[config.mk]
export PLATFORM = sky130hd
export DESIGN_NAME = prim_cmd_queue
export DESIGN_NICKNAME = d
export VERILOG_FILES = /design/src/rtl/xv.sv /design/src/rtl/sync_fifo_16.sv /design/src/rtl/prim_cmd_queue.sv
export SDC_FILE = /design/constraint.sdc
export NUM_CORES = 1
export LEC_CHECK = 0
export ABC_CLOCK_PERIOD_IN_PS = 5000
export BUFFER_PORTS_ARGS = -buffer_cell sky130_fd_sc_hd__buf_2
export CORE_MARGIN = 10
export CORE_UTILIZATION = 45
export DETAILED_ROUTE_END_ITERATION = 8
export SYNTH_ARGS = -nofsm -noshare
export SYNTH_HDL_FRONTEND = slang
export SYNTH_HIERARCHICAL = 1
export SYNTH_SLANG_ARGS = --single-unit
[constraint.sdc]
create_clock -name clk -period 5 [get_ports clk]
set_input_delay 0.75 -clock clk [delete_from_list [all_inputs] [get_ports clk]]
set_output_delay 0.75 -clock clk [all_outputs]
set_load 0.05 [all_outputs]
[src/rtl/xv.sv]
// Shared renderer definitions: opcode field layout,
// execute opcode and command-queue sequencer states.
package xv;

  localparam int PR_OP_MSB = 15;
  localparam int PR_OP_LSB = 12;

  localparam logic [3:0] PR_EXECUTE = 4'hE;

  typedef enum logic [1:0] {
    ISSUE,
    HOLD,
    WAIT
  } prim_q_state_t;

endpackage

[src/rtl/sync_fifo_16.sv]
// Single-clock circular FIFO with occupancy count.
// Storage has no reset so it can map onto LUT/block RAM.
module sync_fifo_16 #(
  parameter int DEPTH_LOG2 = 4,
  parameter int WIDTH      = 16
) (
  input  logic                  clk,
  input  logic                  reset_i,
  input  logic                  wr_en_i,
  input  logic [WIDTH-1:0]      wr_data_i,
  input  logic                  rd_en_i,
  output logic [WIDTH-1:0]      rd_data_o,
  output logic [DEPTH_LOG2:0]   count_o,
  output logic                  full_o,
  output logic                  empty_o
);

  localparam int DEPTH = 2 ** DEPTH_LOG2;
  localparam logic [DEPTH_LOG2-1:0] PTR_ONE = 1;
  localparam logic [DEPTH_LOG2:0] CNT_ONE = 1;
  localparam logic [DEPTH_LOG2:0] CNT_FULL = DEPTH[DEPTH_LOG2:0];

  logic [WIDTH-1:0]      mem [DEPTH];
  logic [DEPTH_LOG2-1:0] wr_ptr;
  logic [DEPTH_LOG2-1:0] rd_ptr;
  logic                  wr_ok;
  logic                  rd_ok;

  assign full_o    = (count_o == CNT_FULL);
  assign empty_o   = (count_o == '0);
  assign rd_ok     = rd_en_i && !empty_o;
  assign wr_ok     = wr_en_i && (!full_o || rd_ok);
  assign rd_data_o = mem[rd_ptr];

  // Storage write port.
  always_ff @(posedge clk) begin
    if (wr_ok) mem[wr_ptr] <= wr_data_i;
  end

  // Pointers wrap naturally; count tracks net occupancy.
  always_ff @(posedge clk) begin
    if (reset_i) begin
      wr_ptr  <= '0;
      rd_ptr  <= '0;
      count_o <= '0;
    end else begin
      if (wr_ok) wr_ptr <= wr_ptr + PTR_ONE;
      if (rd_ok) rd_ptr <= rd_ptr + PTR_ONE;
      unique case ({wr_ok, rd_ok})
        2'b10:   count_o <= count_o + CNT_ONE;
        2'b01:   count_o <= count_o - CNT_ONE;
        default: count_o <= count_o;
      endcase
    end
  end

endmodule

[src/rtl/prim_cmd_queue.sv]
// Buffered command front-end for the primitive renderer.
// Holds commands back while a primitive is being drawn.
module prim_cmd_queue
  import xv::*;
#(
  parameter int DEPTH_LOG2 = 4,
  parameter int HOLD_CYC   = 2
) (
  input  logic                clk,
  input  logic                reset_i,
  input  logic                wr_cmd_i,
  input  logic [15:0]         wr_data_i,
  output logic                full_o,
  output logic [DEPTH_LOG2:0] count_o,
  output logic                overflow_o,
  input  logic                clr_ovf_i,
  output logic [15:0]         cmd_o,
  output logic                cmd_valid_o,
  input  logic                rndr_busy_i,
  input  logic                vram_grant_i,
  output logic                rndr_oe_o,
  output logic                idle_o
);

  localparam int CW = $clog2(HOLD_CYC + 1) < 1 ? 1 : $clog2(HOLD_CYC + 1);
  localparam logic [CW-1:0] HOLD_ONE = 1;
  localparam logic [CW-1:0] HOLD_INIT = HOLD_CYC[CW-1:0];

  prim_q_state_t state_q;
  prim_q_state_t state_d;
  logic [CW-1:0] hold_q;
  logic [CW-1:0] hold_d;
  logic [15:0]   head;
  logic          empty;
  logic          pop;
  logic          drop;

  sync_fifo_16 #(
    .DEPTH_LOG2 (DEPTH_LOG2),
    .WIDTH      (16)
  ) u_fifo (
    .clk       (clk),
    .reset_i   (reset_i),
    .wr_en_i   (wr_cmd_i),
    .wr_data_i (wr_data_i),
    .rd_en_i   (pop),
    .rd_data_o (head),
    .count_o   (count_o),
    .full_o    (full_o),
    .empty_o   (empty)
  );

  assign drop      = wr_cmd_i && full_o && !pop;
  assign rndr_oe_o = vram_grant_i;
  assign idle_o    = empty && (state_q == ISSUE) && !rndr_busy_i;

  // Sequencer: pop only in ISSUE, blind hold after execute,
  // then wait for the renderer to go idle.
  always_comb begin
    state_d = state_q;
    hold_d  = hold_q;
    pop     = 1'b0;
    unique case (state_q)
      ISSUE: begin
        if (!empty && !rndr_busy_i) begin
          pop = 1'b1;
          if (head[PR_OP_MSB:PR_OP_LSB] == PR_EXECUTE) begin
            state_d = HOLD;
            hold_d  = HOLD_INIT;
          end
        end
      end
      HOLD: begin
        hold_d = hold_q - HOLD_ONE;
        if (hold_q <= HOLD_ONE) state_d = WAIT;
      end
      WAIT: begin
        if (!rndr_busy_i) state_d = ISSUE;
      end
      default: state_d = ISSUE;
    endcase
  end

  // State, issued command and sticky overflow flag.
  always_ff @(posedge clk) begin
    if (reset_i) begin
      state_q     <= ISSUE;
      hold_q      <= '0;
      cmd_o       <= '0;
      cmd_valid_o <= 1'b0;
      overflow_o  <= 1'b0;
    end else begin
      state_q     <= state_d;
      hold_q      <= hold_d;
      cmd_valid_o <= pop;
      if (pop) cmd_o <= head;
      if (drop) overflow_o <= 1'b1;
      else if (clr_ovf_i) overflow_o <= 1'b0;
    end
  end

endmodule

==> flow_metrics.env <==
export IMPL_status="completed"
export IMPL_clock_sinks=295
export IMPL_async_flop_share_pct=0
export IMPL_wire_per_inst_um=24.6
export IMPL_path_cells="or4_4, nor2_1, or4_1, clkinv_4, nor2b_1, o21ai_2, inv_2, ha_1, nand2b_1, o2bb2ai_1, a2111oi_0, or4_1"
export IMPL_max_stage_delay_ns=0.65
export IMPL_drt_iter0_drc=427
export IMPL_synth_seq_cells=295
export IMPL_antenna_found_initial=0
export IMPL_skew_ns=0.0100
export IMPL_drv_cap=0
export IMPL_path_clk_slew_ns=0.06
export IMPL_setup_violations=0
export IMPL_dr_pass1_iters=5
export IMPL_viasPerCell=5.71
export IMPL_min_path_type="flip-flop to flip-flop"
export IMPL_synth_nets=652
export IMPL_dp_hpwl_mm=16.7
export IMPL_die_h_um=180
export IMPL_cts_buffers=29
export IMPL_crit_slowest_cell="or4_4"
export IMPL_syn_inst=620
export IMPL_ys_top_cells_by_count="edfxtp_1 (256), mux4_2 (64), nand2_1 (48)"
export IMPL_clockBufferDepth=3
export IMPL_ys_warn_count=6
export IMPL_diodes=0
export IMPL_finalHoldViolations=0
export IMPL_max_vdd_ir_drop_mv=0.331
export IMPL_synth_area_leaders="edfxtp_1 (67%), mux4_2 (13%), dfxtp_1 (6.8%)"
export IMPL_final_nets=707
export IMPL_start_util_pct=45.6
export IMPL_syn_cell_area_um2=11500
export IMPL_crit_top_cell="or4_1"
export IMPL_root_buffer="clkbuf_16"
export IMPL_synth_distinct_cells=52
export IMPL_place_gp_congestion=0.787
export IMPL_arrival_ns=4.47
export IMPL_drc=0
export IMPL_drt_total_wl_mm=25.3
export IMPL_cp_required_ns=5.41
export IMPL_yosys_area_top_type="edfxtp_1"
export IMPL_grt_pass1_vias=6128
export IMPL_core_um2=25200
export IMPL_synth_most_common_cell="edfxtp_1"
export IMPL_grt_max_degree=38
export IMPL_via_count=5859
export IMPL_die_area_um2=32300
export IMPL_synth_ff_type="edfxtp_1"
export IMPL_synth_top_cell_area_share_pct=66.9
export IMPL_rows=58
export IMPL_grt_usage_pct=15.4
export IMPL_io_pins=48
export IMPL_hold_buffers=0
export IMPL_grt_pass1_wl_mm=38.4
export IMPL_slew_violations=0
export IMPL_timing_fmax_mhz=247
export IMPL_dieWidth_um=180
export IMPL_worst_slack_ns=0.948
export IMPL_ant_nets=0
export IMPL_max_slew_margin_rel_pct=38.1
export IMPL_synth_edf_count=256
export IMPL_worstMarginPinSlew_ns=0.928
export IMPL_period_needed_ns=4.05
export IMPL_cts_resized=0
export IMPL_syn_area_per_cell_um2=18.5
export IMPL_p_leak_uw=0.00425
export IMPL_pre_cts_ws_ns=0.964
export IMPL_fin_crit_sh_pct=81.0
export IMPL_cts_tree="built"
export IMPL_worst_setup_path_end_kind="flip-flop"
export IMPL_clk_latency_ns=0.53
export IMPL_cts_htree_levels=1
export IMPL_rsz0062_at_grt="no"
export IMPL_critical_path_class="flip-flop to flip-flop"
export IMPL_io_buffers=45
export IMPL_powerDensity_nw_per_um2=488
export IMPL_crit_fanout=25
export IMPL_drive_gt1_share_pct=26.0
export IMPL_yosysSeqAreaShare_pct=73.7
export IMPL_startpoint_type="flip-flop"
export IMPL_gr_total_overflow=0
export IMPL_cts_setup_buffers=0
export IMPL_setup_tns_final_ns=0
export IMPL_syn_to_final_growth_pct=13.1
==> report_power, final <==
group	switching (uW)	internal (uW)	leakage [uW]
Combinational	837	493	0.00118
Sequential	145	2810	0.00263
Clock	846	1210	0.000439
==> placed cells by master, fill, tap and decap left out, types with 3 or more instances in the layout <==
cell and n:
edfxtp_1 256, mux4_2 64, nand2_1 48, buf_2 45, dfxtp_1 37, a22oi_1 32, clkbuf_16 29, a21oi_1 17
inv_1 15, nor2_1 14, buf_4 12, clkbuf_1 11, ha_1 9, nand2b_1 6, nand3_1 6, mux2i_1 5
and2_1 5, nor2b_1 4, nor3b_1 4, nor3_1 4, clkinv_2 4, nor2_2 4, and3_1 4, nor4_2 4
o21a_1 4, o41ai_1 3, o21ai_0 3, clkbuf_8 3, o2111ai_1 3, xor2_1 3
==> layer usage <==
metal / vias to the layer above / part of all wire [%] / GRT usage, %
li1: 2610 / - / -
met1: 3056 / 44 / 20.8
met2: 155 / 49 / 25.6
met3: 38 / 4.7 / 2.21
met4: 0 / 2.0 / 3.94
met5: - / 0 / 0
==> worst paths after layout <==
path	from	to	slack [ns]	cells after the start
worst min register to register	cmd_o[14]	cmd_o[14]	0.46	2
worst max register to register	u_fifo/count_o[3]	u_fifo/count_o[4]	0.95	12
worst max-delay path	u_fifo/count_o[3]	u_fifo/count_o[4]	0.95	12
worst min-delay path	cmd_o[14]	cmd_o[14]	0.46	2
==> cell families (layout without fill, tap and decap cells) <==
family | count (synthesis) | after routing | synth area share (%)
buffers and inverters | 50 | 126 | 2.03
AO/OA/AOI/OAI | 78 | 78 | 4.94
multiplexers | 69 | 69 | 13.0
adder cells (fa/ha/maj) | 10 | 10 | 1.15
flip-flops | 295 | 295 | 73.7
XOR/XNOR | 4 | 4 | 0.305
AND/OR/NAND/NOR | 114 | 114 | 4.88
==> sequential cells by signal, summed over array words and instances, names as in the netlist, named ones only <==
register        count
u_fifo/mem        256
cmd_valid_o         1
hold_q              2
cmd_o              16
overflow_o          1
u_fifo/count_o      5
u_fifo/wr_ptr       4
state_q             2
u_fifo/rd_ptr       4
==> through the flow <==
step	total power, uW	cells	area (um^2)	hold WS (ns)	util [%]
after floorplan	3980	620	11500	0.504	-
after global placement	4300	974	12100	0.446	48.0
after detailed placement	4340	974	12100	0.457	48.0
after CTS	6400	1026	13000	0.450	51.6
after global routing	6620	1026	13000	0.480	51.6
final	6340	1026	13000	0.463	51.6
==> area by class of cell <==
| cell class | instances | area (um^2) |
|---|---|---|
| Timing Repair Buffer | 57 | 315 |
| Tap cell | 330 | 413 |
| Fill cell | 2011 | 12200 |
| Clock inverter | 9 | 95.1 |
| Clock buffer | 43 | 808 |
| Multi-Input combinational cell | 275 | 2820 |
| Sequential cell | 295 | 8470 |
| Inverter | 17 | 68.8 |
==> critical path: cells and delay by family (launching register included) <==
kind | cells | cell delay (ns)
compound gates | 3 | 0.38
fa+ha+maj | 1 | 0.33
flops | 1 | 0.36
simple gates | 6 | 2.39
buf+inv | 2 | 0.46
Power figures use the tool's default switching activity.
